$ cat config.mk
export PLATFORM = sky130hd
export DESIGN_NAME = fb_read_arbiter
export DESIGN_NICKNAME = d
export VERILOG_FILES = /design/src/rtl/fb_read_arbiter.sv
export SDC_FILE = /design/constraint.sdc
export NUM_CORES = 1
export LEC_CHECK = 0
export ABC_AREA = 1
export ABC_CLOCK_PERIOD_IN_PS = 2200
export CELL_PAD_IN_SITES_DETAIL_PLACEMENT = 0
export CELL_PAD_IN_SITES_GLOBAL_PLACEMENT = 1
export CORE_ASPECT_RATIO = 0.75
export CORE_MARGIN = 5
export CORE_UTILIZATION = 25
export CTS_BUF_LIST = sky130_fd_sc_hd__clkbuf_4 sky130_fd_sc_hd__clkbuf_8 sky130_fd_sc_hd__clkbuf_16
export DETAILED_ROUTE_END_ITERATION = 16
export PLACE_DENSITY = 0.89
export SYNTH_ARGS = -nofsm -noshare
export SYNTH_HDL_FRONTEND = slang
export SYNTH_SLANG_ARGS = --single-unit
$ cat constraint.sdc
create_clock -name buffer_clk -period 2.2 [get_ports buffer_clk]
set_clock_uncertainty 0.1 [all_clocks]
set_input_delay 0.44 -clock buffer_clk [delete_from_list [all_inputs] [get_ports buffer_clk]]
set_output_delay 0.44 -clock buffer_clk [all_outputs]
set_load 0.005 [all_outputs]
$ cat src/rtl/fb_read_arbiter.sv
// Round-robin arbiter sharing one frame_buffer read port among NUM_REQ readers.
// A grant that is never started is revoked after TIMEOUT cycles.
module fb_read_arbiter #(
  parameter int NUM_REQ = 2,
  parameter int depth   = 76800,
  parameter int PX_W    = 15,
  parameter int TIMEOUT = 1024,
  localparam int AW = $clog2(depth),
  localparam int GW = (NUM_REQ > 1) ? $clog2(NUM_REQ) : 1,
  localparam int TW = $clog2(TIMEOUT)
) (
  input  logic                  buffer_clk,
  input  logic                  reset,
  input  logic [NUM_REQ-1:0]    req_rq_read,
  input  logic [NUM_REQ-1:0]    req_reading,
  output logic [NUM_REQ-1:0]    req_ack_read,
  input  logic [NUM_REQ-1:0]    req_read_clk,
  input  logic [NUM_REQ*AW-1:0] req_read_addr,
  output logic                  fb_rq_read,
  output logic                  fb_reading,
  input  logic                  fb_ack_read,
  output logic                  fb_read_clk,
  output logic [AW-1:0]         fb_read_addr,
  input  logic [PX_W-1:0]       fb_px_data,
  output logic [PX_W-1:0]       req_px_data,
  output logic [GW-1:0]         grant_id,
  output logic                  busy,
  output logic                  timeout_err
);

  // state        | meaning
  // IDLE         | no owner, arbitrate on any request
  // REQ          | fb_rq_read raised for the winner, waiting for buffer ack
  // GRANT        | ack forwarded to owner, waiting for its reading pulse
  // ACTIVE       | frame read in progress, ack mirrored until buffer drops it
  // RELEASE      | transfer done, waiting for owner to drop its request
  // WAIT_ACK_LOW | aborted request or revoked grant, waiting for ack low
  typedef enum logic [2:0] {IDLE, REQ, GRANT, ACTIVE, RELEASE, WAIT_ACK_LOW} state_t;

  state_t          state_q, state_d;
  logic [GW-1:0]   grant_q, grant_d;
  logic [GW-1:0]   last_q, last_d;
  logic            rq_q, rq_d;
  logic            rd_q, rd_d;
  logic            ack_q, ack_d;
  logic            terr_q, terr_d;
  logic [TW-1:0]   timer_q, timer_d;

  // First requester after `last`, wrapping; lowest offset wins.
  function automatic logic [GW-1:0] rr_pick(input logic [NUM_REQ-1:0] rq,
                                            input logic [GW-1:0] last);
    logic [GW-1:0] pick;
    int idx;
    pick = '0;
    for (int k = NUM_REQ; k >= 1; k--) begin
      idx = (int'(last) + k) % NUM_REQ;
      if (rq[idx]) pick = GW'(idx);
    end
    return pick;
  endfunction

  always_ff @(posedge buffer_clk or posedge reset) begin
    if (reset) begin
      state_q <= IDLE;
      grant_q <= '0;
      last_q  <= GW'(NUM_REQ - 1);
      rq_q    <= 1'b0;
      rd_q    <= 1'b0;
      ack_q   <= 1'b0;
      terr_q  <= 1'b0;
      timer_q <= '0;
    end else begin
      state_q <= state_d;
      grant_q <= grant_d;
      last_q  <= last_d;
      rq_q    <= rq_d;
      rd_q    <= rd_d;
      ack_q   <= ack_d;
      terr_q  <= terr_d;
      timer_q <= timer_d;
    end
  end

  always_comb begin
    state_d = state_q;
    grant_d = grant_q;
    last_d  = last_q;
    rq_d    = rq_q;
    rd_d    = 1'b0;
    ack_d   = ack_q;
    terr_d  = 1'b0;
    timer_d = timer_q;
    unique case (state_q)
      IDLE: begin
        if (|req_rq_read) begin
          grant_d = rr_pick(req_rq_read, last_q);
          rq_d    = 1'b1;
          state_d = REQ;
        end
      end
      REQ: begin
        if (fb_ack_read) begin
          rq_d    = 1'b0;
          ack_d   = 1'b1;
          timer_d = '0;
          state_d = GRANT;
        end else if (!req_rq_read[grant_q]) begin
          rq_d    = 1'b0;
          timer_d = '0;
          state_d = WAIT_ACK_LOW;
        end
      end
      GRANT: begin
        if (req_reading[grant_q]) begin
          rd_d    = 1'b1;
          state_d = ACTIVE;
        end else if (timer_q == TW'(TIMEOUT - 1)) begin
          ack_d   = 1'b0;
          terr_d  = 1'b1;
          last_d  = grant_q;
          timer_d = '0;
          state_d = WAIT_ACK_LOW;
        end else begin
          timer_d = timer_q + 1'b1;
        end
      end
      ACTIVE: begin
        ack_d = fb_ack_read;
        if (!fb_ack_read) begin
          last_d  = grant_q;
          state_d = RELEASE;
        end
      end
      RELEASE: begin
        if (!req_rq_read[grant_q]) state_d = IDLE;
      end
      WAIT_ACK_LOW: begin
        // The timer also bounds a buffer that never drops a late ack.
        if (!fb_ack_read || timer_q == TW'(TIMEOUT - 1)) state_d = IDLE;
        else timer_d = timer_q + 1'b1;
      end
      default: state_d = IDLE;
    endcase
  end

  always_comb begin
    fb_read_addr = '0;
    fb_read_clk  = 1'b0;
    if (state_q == GRANT || state_q == ACTIVE) begin
      for (int i = 0; i < NUM_REQ; i++) begin
        if (grant_q == GW'(i)) begin
          fb_read_addr = req_read_addr[i*AW +: AW];
          fb_read_clk  = req_read_clk[i];
        end
      end
    end
  end

  assign req_ack_read = ack_q ? (NUM_REQ'(1) << grant_q) : '0;
  assign fb_rq_read   = rq_q;
  assign fb_reading   = rd_q;
  assign timeout_err  = terr_q;
  assign grant_id     = grant_q;
  assign busy         = (state_q != IDLE);
  assign req_px_data  = fb_px_data;

endmodule
* Word-level counts from Yosys, hierarchy flattened
Index checks and enable logic that the tools add are counted.
Word-level totals: output and inout bits 40, register bits 19, input bits 58
Operators by class: bitwise gates (word level) 2, reduce and logical (&&, ||, !) cells 16, shift-type cells 1, add/subtract/negate cells 3, multiplexer cells 49, order comparisons 3, eq/ne operators 16
Operators with widths (number):
- two-way mux 10 bit | 5
- two-way mux 17 bit | 2
- one-hot mux 10 bit (3 select lines) | 1
- two-way mux 1 bit | 28
- two-way mux 3 bit | 8
- one-hot mux 3 bit (6 select lines) | 1
- inequality test 2 bit, second input constant | 8
- AND reduction 4 bit | 3
- adder 10 x 1 -> 10 bit, second input constant | 1
- == test 10 bit, second input constant | 1
- nonzero test 3 bit | 3
- == test 3 x 2 -> 1 bit, second input constant | 2
- == test 3 bit, second input constant | 2
- less-than comparator 2 x 3 -> 1 bit, second input constant | 2
- inequality test 3 bit, second input constant | 2
- AND reduction 6 bit | 1
- one-hot mux 1 bit (2 select lines) | 2
- nonzero test 2 bit | 2
- == test 3 x 1 -> 1 bit, second input constant | 1
- logical NOT 3 bit | 1
- one-hot mux 1 bit (3 select lines) | 1
- AND reduction 3 bit | 1
- adder 1 bit, second input constant | 2
- AND 1 bit, first input constant | 2
- 7 further kinds | 8

* Longest topological paths before layout
word-level depth 7, mapped depth 10, mapped depth without buffers 9

* Worst setup path after synthesis
No wires, ideal clock.
path kind register -> output, start register grant_q (netlist: grant_id), end output port fb_read_addr[10], arrival time 1.129 ns, path slack 0.531 ns, path buffers 3, stages on the path, launching flop included 7, path through dfrtp_1 > buf_4 > inv_2 > buf_2 > buf_2 > nand2_1 > a21oi_1
Between the ends: longest elaborated chain between the ends 2
Ends and longest elaborated chain:
- start: declaration | RTL line 41 | logic [GW-1:0] grant_q, grant_d;
- start signal: assignment | RTL line 74 | grant_q <= grant_d;
- two-way mux 17 bit | RTL line 151 | if (grant_q == GW'(i)) begin
- two-way mux 17 bit | RTL line 149 | if (state_q == GRANT || state_q == ACTIVE) begin
- end: declaration | RTL line 23 | output logic [AW-1:0] fb_read_addr,
No other way between the ends.

* Final worst setup path
start register state_q[2], end output port fb_read_clk
Between the ends: longest elaborated chain between the ends 3, elaborated cells between the ends (all ways) 4, those cells by class 2 x eq/ne; 1 x mux; 1 x reduce/logical
Ends and longest elaborated chain:
- start: declaration | RTL line 40 | state_t state_q, state_d;
- start signal: assignment | RTL line 73 | state_q <= state_d;
- == test 3 x 2 -> 1 bit | RTL line 149
- logical OR 1 bit * | RTL line 149
- two-way mux 1 bit * | RTL line 149
- end: declaration | RTL line 22 | output logic fb_read_clk,
Every way passes the cells marked *; elsewhere a longest branch is shown, timed or not.

==> summary.md <==
| Metric | Value |
|---|---|
| Share of layout cells above drive strength 1 | `0.115` |
| FP Rows | `26` |
| Flop2flop setup slack | `310 ps` |
| CTS Root Cell | `clkbuf_8` |
| Drt pass-1 iters | `4` |
| Internal | `1.15 mW` |
| Critical R2R Launch | `timer_q[0]` |
| All-Layer GR Usage | `0.113` |
| M1 GR Usage | `0.163` |
| Hold WC Path Type | `flip-flop to flip-flop` |
| Final Non-Filler Cells | `407` |
| Status | `finished clean` |
| HPWL after DPL | `3.89 mm` |
| Yosys top cell area share | `0.262` |
| Via count | `1,816` |
| ANT nets after route | `0` |
| # port buffers | `67` |
| Number of remaining DRC errors | `0` |
| Logic pwr share | `0.646` |
| Gr busiest metal | `met2` |
| Psw | `985 uW` |
| Syn nets | `roughly 330` |
| Seq cells post-synth | `19` |
| Clk_lat worst skew | `260 ps` |
| Net Sw Frac | `0.462` |
| Sequential group share of total power | `0.229` |
| PD cells | `between 800 and 900 nW/um2` |
| H-tree depth | `1` |
| YS warnings | `0` |
| Leakage power | `about 1.2 nW` |
| Filler Cell Count | `719` |
| Total power | `2.13 mW` |
| Crit path capture type | `primary output` |
| Met3 Track Usage GR | `0.0361` |
| Inserted Clock Buffers | `3` |
| Placed cell count | `402` |
| Met2 Use GR | `0.166` |
| Die width | `~110 um` |
| Die area | `8640 um2` |
| Core area | `just under 7000 um2` |
| Max Cap Viol | `0` |
| CTS tree | `yes` |
| Fin. max-slew vios | `0` |
| Cell area after synthesis | `approximately 1700 um2` |
| Final hold violation count | `0` |
| Crit path launch | `state_q[2]` |
| Final count of negative-setup-slack endpoints | `0` |
| CP Max Fanout | `19` |
| Startpoint Class | `flip-flop` |
| Synth area leaders | `dfrtp_1 (26%), nand2_1 (21%), buf_4 (7.9%), a21oi_1 (6.4%), inv_1 (5.5%)` |
| Sequential share of the synthesized area | `0.278` |
| First-pass GRT wire length | `between 8 and 9 mm` |
| Slew margin rel. | `0.799` |
| Count of cell types in the netlist | `30` |
| Largest net degree at the start of global routing | `22` |
| Area leader, netlist | `dfrtp_1` |
| Vias in the first global route | `1,621` |
| I/O pin count | `98` |
| Overflow after GRT | `0` |
| Setup Crit Path Kind | `flip-flop to primary output` |
| Iter 0 DRT Violations | `approximately 120` |
| GP Congestion | `~0.88` |
| CTS Hold Buffers Added | `0` |
| Worst r2r path cells | `8` |
| Initial core utilization | `0.255` |
| CP arrival | `1650 ps` |
| Vias per inst | `4.46` |
| Final #Nets | `roughly 380` |
| Num Clock Sinks | `19` |
| Post-layout util | `0.365` |
| ANT cells | `0` |
| Post-Synthesis Cells | `268` |
| Worst slew pin tran | `299 ps` |
| Worst Hold Path Cells | `2` |
| Unrepaired setup endpoints after global routing | `true` |
| Syn avg cell area | `roughly 6.4 um2` |
| Initial antenna violation count | `0` |
| Peak Freq | `~460 MHz` |
| Syn-to-layout area delta | `43.3%` |
| Die height | `81.8 um` |
| Clock Tree Buf Depth | `2` |
| Routed WL | `4.95 mm` |
| Worst-path clk slew | `80 ps` |
| Final period util | `0.997` |
| Routed len/inst | `12.2 um` |
| Worst IR drop on VDD | `0.473 mV` |
| End point of the critical path | `fb_read_clk` |
| Shortest period the worst path allows | `2190 ps` |
| Reg-to-Reg End | `state_q[1]` |
| Worst Path Required | `approximately 1700 ps` |
| Clk pwr share | `0.126` |
==> timing repair <==
action | CTS | global route
endpoints found under the setup margin | 18 | 10
buffers inserted | 1 | 0
pin swaps | 1 | 1
gates resized for setup | 12 | 9
endpoints found under the hold margin | 0 | 0
==> synthesized netlist by cell type <==
cell type  count
o211ai_1       2
nor2_2         2
and2_1         1
clkbuf_1       2
nor2_4         3
o21ai_2        1
xor2_1         3
nor3_1         1
nand3_4        2
nand2_4        3
o21ai_0        7
o21ai_1        5
inv_1         25
buf_2          2
clkinv_4       1
dfstp_2        1
nand2_1       98
nand2_2        2
o21bai_1       1
inv_2          4
buf_4         18
ha_1           1
a21oi_1       22
nand3_2        2
nor2_1        16
nand4_1        6
buf_1          1
a21oi_4        1
dfrtp_1       18
nand3_1       17
==> final cells by class <==
class | count | area, um2 | share of cell area
clock buffers | 4 | 48.8 | 0.0198
inverters | 30 | 128 | 0.0519
multi-input cells | 196 | 980 | 0.398
flip-flops and latches | 19 | 478 | 0.194
well taps | 84 | 105 | 0.0427
repair buffers | 74 | 721 | 0.293
==> worst max-delay path: stages, from the launching register on <==
cell             delay (ps)
dfrtp_1                 410
nor2_4                  210
inv_6                   110
a21oi_1                 140
clkdlybuf4s50_1         520
==> sequential cells by signal, indices dropped and copies added, names as in the netlist <==
name         count
timeout_err      1
grant_id         1
state_q          3
fb_reading       1
last_q           1
fb_rq_read       1
timer_q         10
ack_q            1
==> worst min path at each step <==
stage | end | slack [ps] | from
finish | last_q | 370 | last_q
global route | last_q | 390 | last_q
CTS | last_q | 370 | last_q
detailed placement | last_q | 360 | last_q
global placement | last_q | 350 | last_q
floorplan | ack_q | 290 | reset
==> power by group through the flow <==
stage | combinational, mW | clock (mW) | sequential [mW]
3_3_place_gp | 1.36 | 0 | 0.483
2_1_floorplan | 0.861 | 0 | 0.470
6_report | 1.38 | 0.268 | 0.487
3_5_place_dp | 1.36 | 0 | 0.484
4_1_cts | 1.36 | 0.276 | 0.482
5_1_grt | 1.54 | 0.293 | 0.498
==> cells in the final DEF, fill, tap and decap left out, types with 2 or more instances in the layout <==
master	n
o21ai_1	5
nand3_1	17
nand2_2	3
nand4_1	6
dlymetal6s2s_1	2
nand3_2	2
buf_4	6
nand2_4	3
a21oi_1	21
inv_1	25
nor2_1	15
o211ai_1	2
dlygate4sd2_1	9
xor2_1	3
o21ai_0	7
dfrtp_1	17
nor2_4	4
clkdlybuf4s50_1	56
nand3_4	2
nand2_1	97
nor2_2	2
clkbuf_8	3
inv_6	2
inv_2	2
==> through the flow <==
stage / cell area, um2 / setup TNS (ps) / setup slack (ps) / hold WS (ps)
after global placement: 2380 / 0 / 45.6 / 354
after detailed placement: 2380 / 0 / 26.8 / 360
after global routing: 2460 / -353 / -68.2 / 389
after CTS: 2430 / 0 / 2.72 / 371
after floorplan: 1720 / 0 / 531 / 290
final: 2460 / 0 / 6.13 / 371
==> kinds of logic after synthesis <==
| family | Yosys count | share of synthesized area |
|---|---|---|
| XOR/XNOR | 3 | 0.0153 |
| buffers and inverters | 53 | 0.160 |
| adder cells (fa/ha/maj) | 1 | 0.00729 |
| flip-flops | 19 | 0.278 |
| AO/OA/AOI/OAI | 39 | 0.127 |
| AND/OR/NAND/NOR | 153 | 0.413 |
==> per-layer routing <==
layer	wire [um]	up-vias
met3	293	5
met1	2470	820
met5	0	-
met2	2150	47
met4	25	0
li1	-	944
(Power assumes the default switching activity.)
